--- src/rtl/regfile_read_arbiter.sv ---
// ============================================================================
// Module   : regfile_read_arbiter
// Purpose  : Round-robin arbiter that shares one register-file read port
//            among several requesters, with writeback bypass on the operands.
// Revision : 1.0 - initial release
// ============================================================================
`default_nettype none

module regfile_read_arbiter #(
  parameter int REG_BITS_SIZE = 5,
  parameter int INST_SIZE     = 32,
  parameter int NUM_REQ       = 2
) (
  input  logic                             clk,
  input  logic                             reset,
  input  logic [NUM_REQ-1:0]               req_valid,
  output logic [NUM_REQ-1:0]               req_ready,
  input  logic [NUM_REQ*REG_BITS_SIZE-1:0] req_rs1,
  input  logic [NUM_REQ*REG_BITS_SIZE-1:0] req_rs2,
  output logic                             rsp_valid,
  input  logic                             rsp_ready,
  output logic [$clog2(NUM_REQ)-1:0]       rsp_id,
  output logic [INST_SIZE-1:0]             rsp_val1,
  output logic [INST_SIZE-1:0]             rsp_val2,
  output logic [REG_BITS_SIZE-1:0]         rf_rs1,
  output logic [REG_BITS_SIZE-1:0]         rf_rs2,
  input  logic [INST_SIZE-1:0]             rf_val1,
  input  logic [INST_SIZE-1:0]             rf_val2,
  input  logic                             wr_en,
  input  logic [REG_BITS_SIZE-1:0]         wr_rd,
  input  logic [INST_SIZE-1:0]             wr_data
);

  localparam int ID_W = $clog2(NUM_REQ);

  typedef enum logic [1:0] {
    ST_IDLE    = 2'd0,
    ST_ISSUE   = 2'd1,
    ST_CAPTURE = 2'd2,
    ST_RESP    = 2'd3
  } state_t;

  state_t                   state_q, state_d;
  logic [ID_W-1:0]          ptr_q, ptr_d;
  logic [ID_W-1:0]          id_q, id_d;
  logic [REG_BITS_SIZE-1:0] rs1_q, rs1_d;
  logic [REG_BITS_SIZE-1:0] rs2_q, rs2_d;
  logic [INST_SIZE-1:0]     val1_q, val1_d;
  logic [INST_SIZE-1:0]     val2_q, val2_d;
  logic                     byp1_q, byp1_d;
  logic                     byp2_q, byp2_d;

  logic [REG_BITS_SIZE-1:0] w_rs1_arr [NUM_REQ];
  logic [REG_BITS_SIZE-1:0] w_rs2_arr [NUM_REQ];
  logic                     w_grant;
  logic [ID_W-1:0]          w_grant_id;
  logic [ID_W-1:0]          w_cand;
  int                       w_idx;
  logic                     w_hit1;
  logic                     w_hit2;

  for (genvar g = 0; g < NUM_REQ; g++) begin : g_unpack
    assign w_rs1_arr[g] = req_rs1[g*REG_BITS_SIZE +: REG_BITS_SIZE];
    assign w_rs2_arr[g] = req_rs2[g*REG_BITS_SIZE +: REG_BITS_SIZE];
  end

  // Scan requesters starting at ptr_q, wrapping; first valid one wins.
  always_comb begin
    w_grant    = 1'b0;
    w_grant_id = '0;
    w_idx      = 0;
    w_cand     = '0;
    for (int k = 0; k < NUM_REQ; k++) begin
      w_idx = int'(ptr_q) + k;
      if (w_idx >= NUM_REQ) begin
        w_idx = w_idx - NUM_REQ;
      end
      w_cand = ID_W'(w_idx);
      if (!w_grant && req_valid[w_cand]) begin
        w_grant    = 1'b1;
        w_grant_id = w_cand;
      end
    end
  end

  // Writes to r0 never match, so a hit also implies a non-zero operand address.
  assign w_hit1 = wr_en && (wr_rd != '0) && (wr_rd == rs1_q);
  assign w_hit2 = wr_en && (wr_rd != '0) && (wr_rd == rs2_q);

  always_comb begin
    req_ready = '0;
    if ((state_q == ST_IDLE) && w_grant && !reset) begin
      req_ready[w_grant_id] = 1'b1;
    end
  end

  always_comb begin
    state_d = state_q;
    ptr_d   = ptr_q;
    id_d    = id_q;
    rs1_d   = rs1_q;
    rs2_d   = rs2_q;
    val1_d  = val1_q;
    val2_d  = val2_q;
    byp1_d  = byp1_q;
    byp2_d  = byp2_q;
    case (state_q)
      ST_IDLE: begin
        if (w_grant) begin
          state_d = ST_ISSUE;
          id_d    = w_grant_id;
          rs1_d   = w_rs1_arr[w_grant_id];
          rs2_d   = w_rs2_arr[w_grant_id];
          ptr_d   = (w_grant_id == ID_W'(NUM_REQ - 1)) ? '0 : w_grant_id + 1'b1;
          val1_d  = '0;
          val2_d  = '0;
          byp1_d  = 1'b0;
          byp2_d  = 1'b0;
        end
      end
      ST_ISSUE: begin
        state_d = ST_CAPTURE;
        if (w_hit1) begin
          val1_d = wr_data;
          byp1_d = 1'b1;
        end
        if (w_hit2) begin
          val2_d = wr_data;
          byp2_d = 1'b1;
        end
      end
      ST_CAPTURE: begin
        state_d = ST_RESP;
        // A write in this cycle beats an earlier bypass, which beats the RF.
        if (rs1_q == '0) begin
          val1_d = '0;
        end else if (w_hit1) begin
          val1_d = wr_data;
        end else if (!byp1_q) begin
          val1_d = rf_val1;
        end
        if (rs2_q == '0) begin
          val2_d = '0;
        end else if (w_hit2) begin
          val2_d = wr_data;
        end else if (!byp2_q) begin
          val2_d = rf_val2;
        end
      end
      ST_RESP: begin
        if (w_hit1) begin
          val1_d = wr_data;
        end
        if (w_hit2) begin
          val2_d = wr_data;
        end
        if (rsp_ready) begin
          state_d = ST_IDLE;
        end
      end
      default: begin
        state_d = ST_IDLE;
      end
    endcase
  end

  always_ff @(posedge clk or posedge reset) begin
    if (reset) begin
      state_q <= ST_IDLE;
      ptr_q   <= '0;
      id_q    <= '0;
      rs1_q   <= '0;
      rs2_q   <= '0;
      val1_q  <= '0;
      val2_q  <= '0;
      byp1_q  <= 1'b0;
      byp2_q  <= 1'b0;
    end else begin
      state_q <= state_d;
      ptr_q   <= ptr_d;
      id_q    <= id_d;
      rs1_q   <= rs1_d;
      rs2_q   <= rs2_d;
      val1_q  <= val1_d;
      val2_q  <= val2_d;
      byp1_q  <= byp1_d;
      byp2_q  <= byp2_d;
    end
  end

  assign rsp_valid = (state_q == ST_RESP);
  assign rsp_id    = id_q;
  assign rsp_val1  = val1_q;
  assign rsp_val2  = val2_q;
  assign rf_rs1    = ((state_q == ST_ISSUE) || (state_q == ST_CAPTURE)) ? rs1_q : '0;
  assign rf_rs2    = ((state_q == ST_ISSUE) || (state_q == ST_CAPTURE)) ? rs2_q : '0;

endmodule

`default_nettype wire

--- config.mk ---
export PLATFORM = sky130hd
export DESIGN_NAME = regfile_read_arbiter
export DESIGN_NICKNAME = d
export VERILOG_FILES = /design/src/rtl/regfile_read_arbiter.sv
export SDC_FILE = /design/constraint.sdc
export NUM_CORES = 1
export LEC_CHECK = 0
export ABC_AREA = 1
export BUFFER_PORTS_ARGS = -buffer_cell sky130_fd_sc_hd__buf_2
export CORE_ASPECT_RATIO = 1.2
export CORE_MARGIN = 2
export CORE_UTILIZATION = 50
export DETAILED_ROUTE_END_ITERATION = 8
export HOLD_SLACK_MARGIN = 0.12
export PLACE_DENSITY = 0.81
export SLEW_MARGIN = 20
export SYNTH_ARGS = -nofsm -noshare
export SYNTH_HDL_FRONTEND = slang
export SYNTH_SLANG_ARGS = --single-unit
--- constraint.sdc ---
create_clock -name clk -period 2.8 [get_ports clk]
set_clock_uncertainty 0.2 [all_clocks]
set_input_delay 0 -clock clk [delete_from_list [all_inputs] [get_ports clk]]
set_output_delay 0 -clock clk [all_outputs]
set_load 0.02 [all_outputs]
# ---- After elaboration in Yosys (flattened, before gate mapping)
# Index checks and enable logic that the tools add are counted.
dict set report word_totals {
  wordCells 97
  out_inout_bits 78
  register_bits 80
}
dict set report op_classes {
  n_addsub 4
  n_eq_ne 13
  magnitude_cmp 7
  bitwise_logic 1
  n_reduce_logical 22
  mux 41
}
# op count
set op_table {}
lappend op_table {{32-bit two-way mux} 9}
lappend op_table {{32-bit case mux with 3 select lines} 2}
lappend op_table {{5-bit two-way mux} 8}
lappend op_table {{1-bit two-way mux} 15}
lappend op_table {{3-bit AND reduction} 4}
lappend op_table {{5-bit == test} 2}
lappend op_table {{5-bit logical NOT} 2}
lappend op_table {{4-bit != test, second input constant} 2}
lappend op_table {{2-bit case mux with 4 select lines} 1}
lappend op_table {{1-bit logical AND} 7}
lappend op_table {{1-bit by 2-bit < comparator with 1-bit output, second input constant} 3}
lappend op_table {{2-bit two-way mux} 3}
lappend op_table {{2-bit by 1-bit != test with 1-bit output, second input constant} 3}
lappend op_table {{2-bit != test, second input constant} 3}
lappend op_table {{5-bit nonzero test} 1}
lappend op_table {{2-bit == test, second input constant} 2}
lappend op_table {{2-bit >= comparator, second input constant} 2}
lappend op_table {{1-bit case mux with 2 select lines} 2}
lappend op_table {{2-bit AND reduction} 2}
lappend op_table {{1-bit by 1-bit adder with 2-bit output, second input constant} 1}
lappend op_table {{2-bit by 1-bit == test with 1-bit output, second input constant} 1}
lappend op_table {{1-bit by 2-bit >= comparator with 1-bit output, second input constant} 1}
lappend op_table {{1-bit logical NOT} 2}
lappend op_table {{2-bit logical NOT} 1}
lappend op_table {{other kinds (8)} 9}

# ---- Logic depth before layout (Yosys ltp)
dict set report logic_depth {
  word_depth 13
  ltp_mapped 12
  mapped_depth_nobuf 11
}

# ---- Worst setup path after synthesis
# OpenSTA, ideal clock, no wires.
dict set report synth_timing {
  path_type {register to register}
  start {register state_q[0]}
  end {register val1_q[0] (netlist: rsp_val1[0])}
  required_time_ns 2.534
  synth_period_minus_slack_ns 2.179
  t_arrival_ns 1.914
  setup_ns 0.066
  path_buffers 3
  path_stages_with_launch 10
  setup_slack_ns 0.621
  cell_sequence {dfrtp_1 clkbuf_1 inv_1 ha_1 clkbuf_1 nand4_1 nand2_2 buf_1 nand2_1 nand2_1}
}
dict set report synth_via {
  elab_chain_len 4
  elab_cells_between_ends 10
}
# element line_no
set synth_rtl {}
lappend synth_rtl {{from (decl)} 43} ;# state_t state_q, state_d;
lappend synth_rtl {{from (signal assigned)} 179} ;# state_q <= state_d;
lappend synth_rtl {{2-bit == test or 2-bit by 1-bit == test with 1-bit output (tied branches)} 107} ;# case (state_q)
lappend synth_rtl {{2-bit OR reduction (no line)} n/a}
lappend synth_rtl {{2-bit by 1-bit != test with 1-bit output (no line)} n/a}
lappend synth_rtl {{3-bit AND reduction (no line)} n/a}
lappend synth_rtl {{to (signal assigned)} 184} ;# val1_q <= val1_d;
lappend synth_rtl {{to (decl)} 48} ;# logic [INST_SIZE-1:0] val1_q, val1_d;
# Several ways; a longest one is shown, not always the timed one.
# A chain may end at the register's enable or synchronous reset.

# ---- Final worst setup path
dict set report layout_timing {
  start {register state_q[0]}
  end {register rs1_q[1]}
}
dict set report layout_via {
  elab_chain_len 2
}
# element line_no
set layout_rtl {}
lappend layout_rtl {{2-bit logical NOT} 107}
lappend layout_rtl {{2-bit AND reduction (no line)} n/a}
lappend layout_rtl {{to (signal assigned)} 182} ;# rs1_q <= rs1_d;
lappend layout_rtl {{to (decl)} 46} ;# logic [REG_BITS_SIZE-1:0] rs1_q, rs1_d;
# Every way passes these cells.

==> results.py <==
metrics = {
    "grt": {
        "grt_use_met3_pct": 5.760,
        "grt_max_degree": 48,
        "grt_pass1_wl_um": 32370,
        "use_met2_pct": 59.69,
        "grt_use_total_pct": 34.19,
        "antenna_found_initial": 1,
        "use_met1_pct": 38.97,
        "overflow": 0,
        "grt_pass1_vias": 7001,
        "gr-max-usage-layer": "met2",
    },
    "final_layout": {
        "final_area_mm2": 0.008044,
        "drive_gt1_share_pct": 21.64,
        "syn2layout_area_growth_pct": 49.96,
        "post-route-util_pct": 76.87,
        "stdcell_count": 1299,
        "final.fill_count": 769,
        "fin_nets": 1298,
    },
    "synthesis": {
        "ys_top_cells_by_count": "nand2_1 (392), inv_1 (130), nand3_1 (117), dfrtp_1 (80), nand4_1 (41)",
        "synth_xor_area_share_pct": 0.9797,
        "synth_compound_area_share_pct": 1.586,
        "synth_nets": 987,
        "synthCells": 855,
        "ys_types": 25,
        "yosys_warnings": 0,
        "ys_async_sr_fraction_pct": 100.0,
        "yosysMostFrequentCell": "nand2_1",
        "synth-seq-cells": 80,
        "synth_edf_count": 0,
        "synth_area_mm2": 0.005364,
        "synth_top_family_by_area": "simple AND/OR/NAND/NOR gates",
        "synth_area_leader_cell": "dfrtp_1",
        "synth_top_area_share_pct": 37.32,
        "synthTopCellsByArea": "dfrtp_1 (37%), nand2_1 (27%), nand3_1 (11%), inv_1 (9.1%), nand4_1 (4.8%)",
        "synth_simple_gate_area_share_pct": 45.74,
        "synthMuxAreaShare_pct": 0,
        "synth-main-ff-cell": "dfrtp_1",
        "yosysSeqAreaShare_pct": 37.32,
        "syn_area_per_cell_um2": 6.274,
        "synthAdderAreaFrac_pct": 1.166,
    },
    "placed_design": {
        "dpl_cell_area_mm2": 0.006510,
        "dp_hpwl_um": 11680,
        "place_congestion": 0.8776,
        "dp.cells": 1157,
        "portBuffers": 204,
    },
    "timing": {
        "max_freq_mhz": 364.4,
        "slew-limit-headroom_pct": 58.44,
        "period_share_pct": 98.00,
        "slew_viol_final": 0,
        "hold_viol": 0,
        "worstMarginPinSlew_ns": 0.6227,
        "setup_viol": 0,
        "period_needed_ns": 2.744,
    },
    "job": {
        "drv_cap": 0,
    },
    "critical_path": {
        "worstSetupStartpointType": "flop",
        "reg2reg_to": "rs1_q[1]",
        "crit_arrival_ns": 2.81,
        "critPathLaunch": "state_q[0]",
        "crit_type": "flop to flop",
        "cp.required_ns": 2.87,
        "ff2ff_setup_slack_ns": 0.06,
        "end_kind": "flop",
        "r2r_start": "state_q[0]",
        "worst_r2r_path_depth": 7,
        "cp-endpoint": "rs1_q[1]",
        "crit_fanout": 11,
    },
    "clock_tree": {
        "ctsLongestPathBuffers": 2,
        "clk_latency_ns": 0.33,
        "htreeDepth": 3,
        "cts_tree": "done",
        "clockRootBuffer": "clkbuf_16",
        "cts_buffers": 9,
        "cts_sinks": 80,
        "cts.clk_slew.worst_paths_ns": 0.06,
    },
    "drt": {
        "firstDrtPassIters": 6,
        "drc": 0,
        "drt-total-wl_um": 20370,
        "num_vias": 6998,
        "detail_route.wl_per_cell_um": 15.68,
        "ant_nets": 0,
        "viasPerCell": 5.387,
        "drtIter0Drc": 624,
    },
    "pwr": {
        "cellPowerDensity_mw_per_mm2": 1017,
        "p_total_mw": 8.183,
        "vdd_ir_drop_max_uv": 830.0,
        "p_leak_nw": 4.982,
    },
    "status": {
        "outcome": "finished, final reports clean",
    },
    "min_path": {
        "hold_class": "input port to flop",
    },
    "floorplanning": {
        "fp-row-count": 41,
        "pin_count": 205,
        "core_area_mm2": 0.01047,
        "die_area_mm2": 0.01158,
        "die_y_um": 117.5,
        "die_w_um": 98.55,
        "floorplan.initialDensity_pct": 51.26,
    },
}
==> state kept, by name, summed over array words and instances, names as in the netlist <==
register  count
rs1_q         5
rs2_q         5
rsp_val2     32
ptr_q         1
rsp_val1     32
byp1_q        1
byp2_q        1
rsp_id        1
state_q       2
==> layout make-up <==
type	count	area, um2	share of cell area [%]
Timing Repair Buffer	347	2457	30.55
Clock buffer	13	250.2	3.111
Inverter	132	504.2	6.268
Antenna cell	1	2.502	0.03111
Tap cell	129	161.4	2.007
Multi-Input combinational cell	596	2661	33.08
Sequential cell	80	2002	24.89
Clock inverter	1	5.005	0.06222
==> placed cells by master (no fill, tap or decap), types with 8 or more instances in the layout <==
cell type,count
buf_2,204
buf_4,18
clkbuf_16,9
dfrtp_1,80
dlygate4sd3_1,120
inv_1,127
nand2_1,391
nand3_1,117
nand4_1,41
nor2_1,9
o21ai_0,8
==> worst min path at each step <==
| stage | startpoint | end | slack [ns] | depth (start not counted) |
|---|---|---|---|---|
| after floorplan | reset | req_ready[0] | -0.12 | 1 |
| after global placement | reset | rs2_q[4] | -0.08 | 2 |
| after detailed placement | reset | rs2_q[4] | -0.09 | 2 |
| after CTS | req_valid[0] | rsp_id | 0.13 | 4 |
| after global routing | req_valid[0] | rsp_id | 0.18 | 6 |
| final | req_valid[0] | rsp_id | 0.10 | 6 |
==> power by group <==
part | internal (mW) | total, mW | switching [mW]
clock | 0.615 | 1.08 | 0.460
sequential | 1.60 | 1.89 | 0.291
combinational | 1.91 | 5.22 | 3.30
==> critical path, cell delays in order, from the launching register on <==
cell	delay (ns)
dfrtp_1	0.46
inv_1	0.15
ha_1	0.35
nand2_2	0.26
clkinvlp_4	0.24
buf_4	0.20
o221ai_1	0.21
dlygate4sd3_1	0.59
==> metal layers <==
metal  wire length, um  up-vias
met4              1005        0
met1              7423     3198
li1                  -     3261
met2             10270      444
met5                 0        -
met3              1669       95
==> cell families after synthesis <==
logic type / after synthesis
XOR/XNOR: 6
buffers and inverters: 179
AND/OR/NAND/NOR: 571
adder cells (fa/ha/maj): 5
flip-flops: 80
AO/OA/AOI/OAI: 14
==> stage by stage <==
step	setup WS (ns)	hold WS (ns)	setup TNS [ns]
final	0.05597	0.1041	0
after global routing	-0.05802	0.1800	-0.1446
after CTS	0.04779	0.1316	0
after detailed placement	0.5713	-0.08766	0
after global placement	0.6944	-0.08228	0
after floorplan	0.5483	-0.1202	0
==> timing repair <==
action                                  in CTS  in global routing
endpoints found under the hold margin      158                  0
endpoints found under the setup margin       0                 22
hold buffers                               120                  0
buffers inserted                             0                  7
resized for setup                            0                  3
Note: power is estimated with default switching activity, not from simulation.
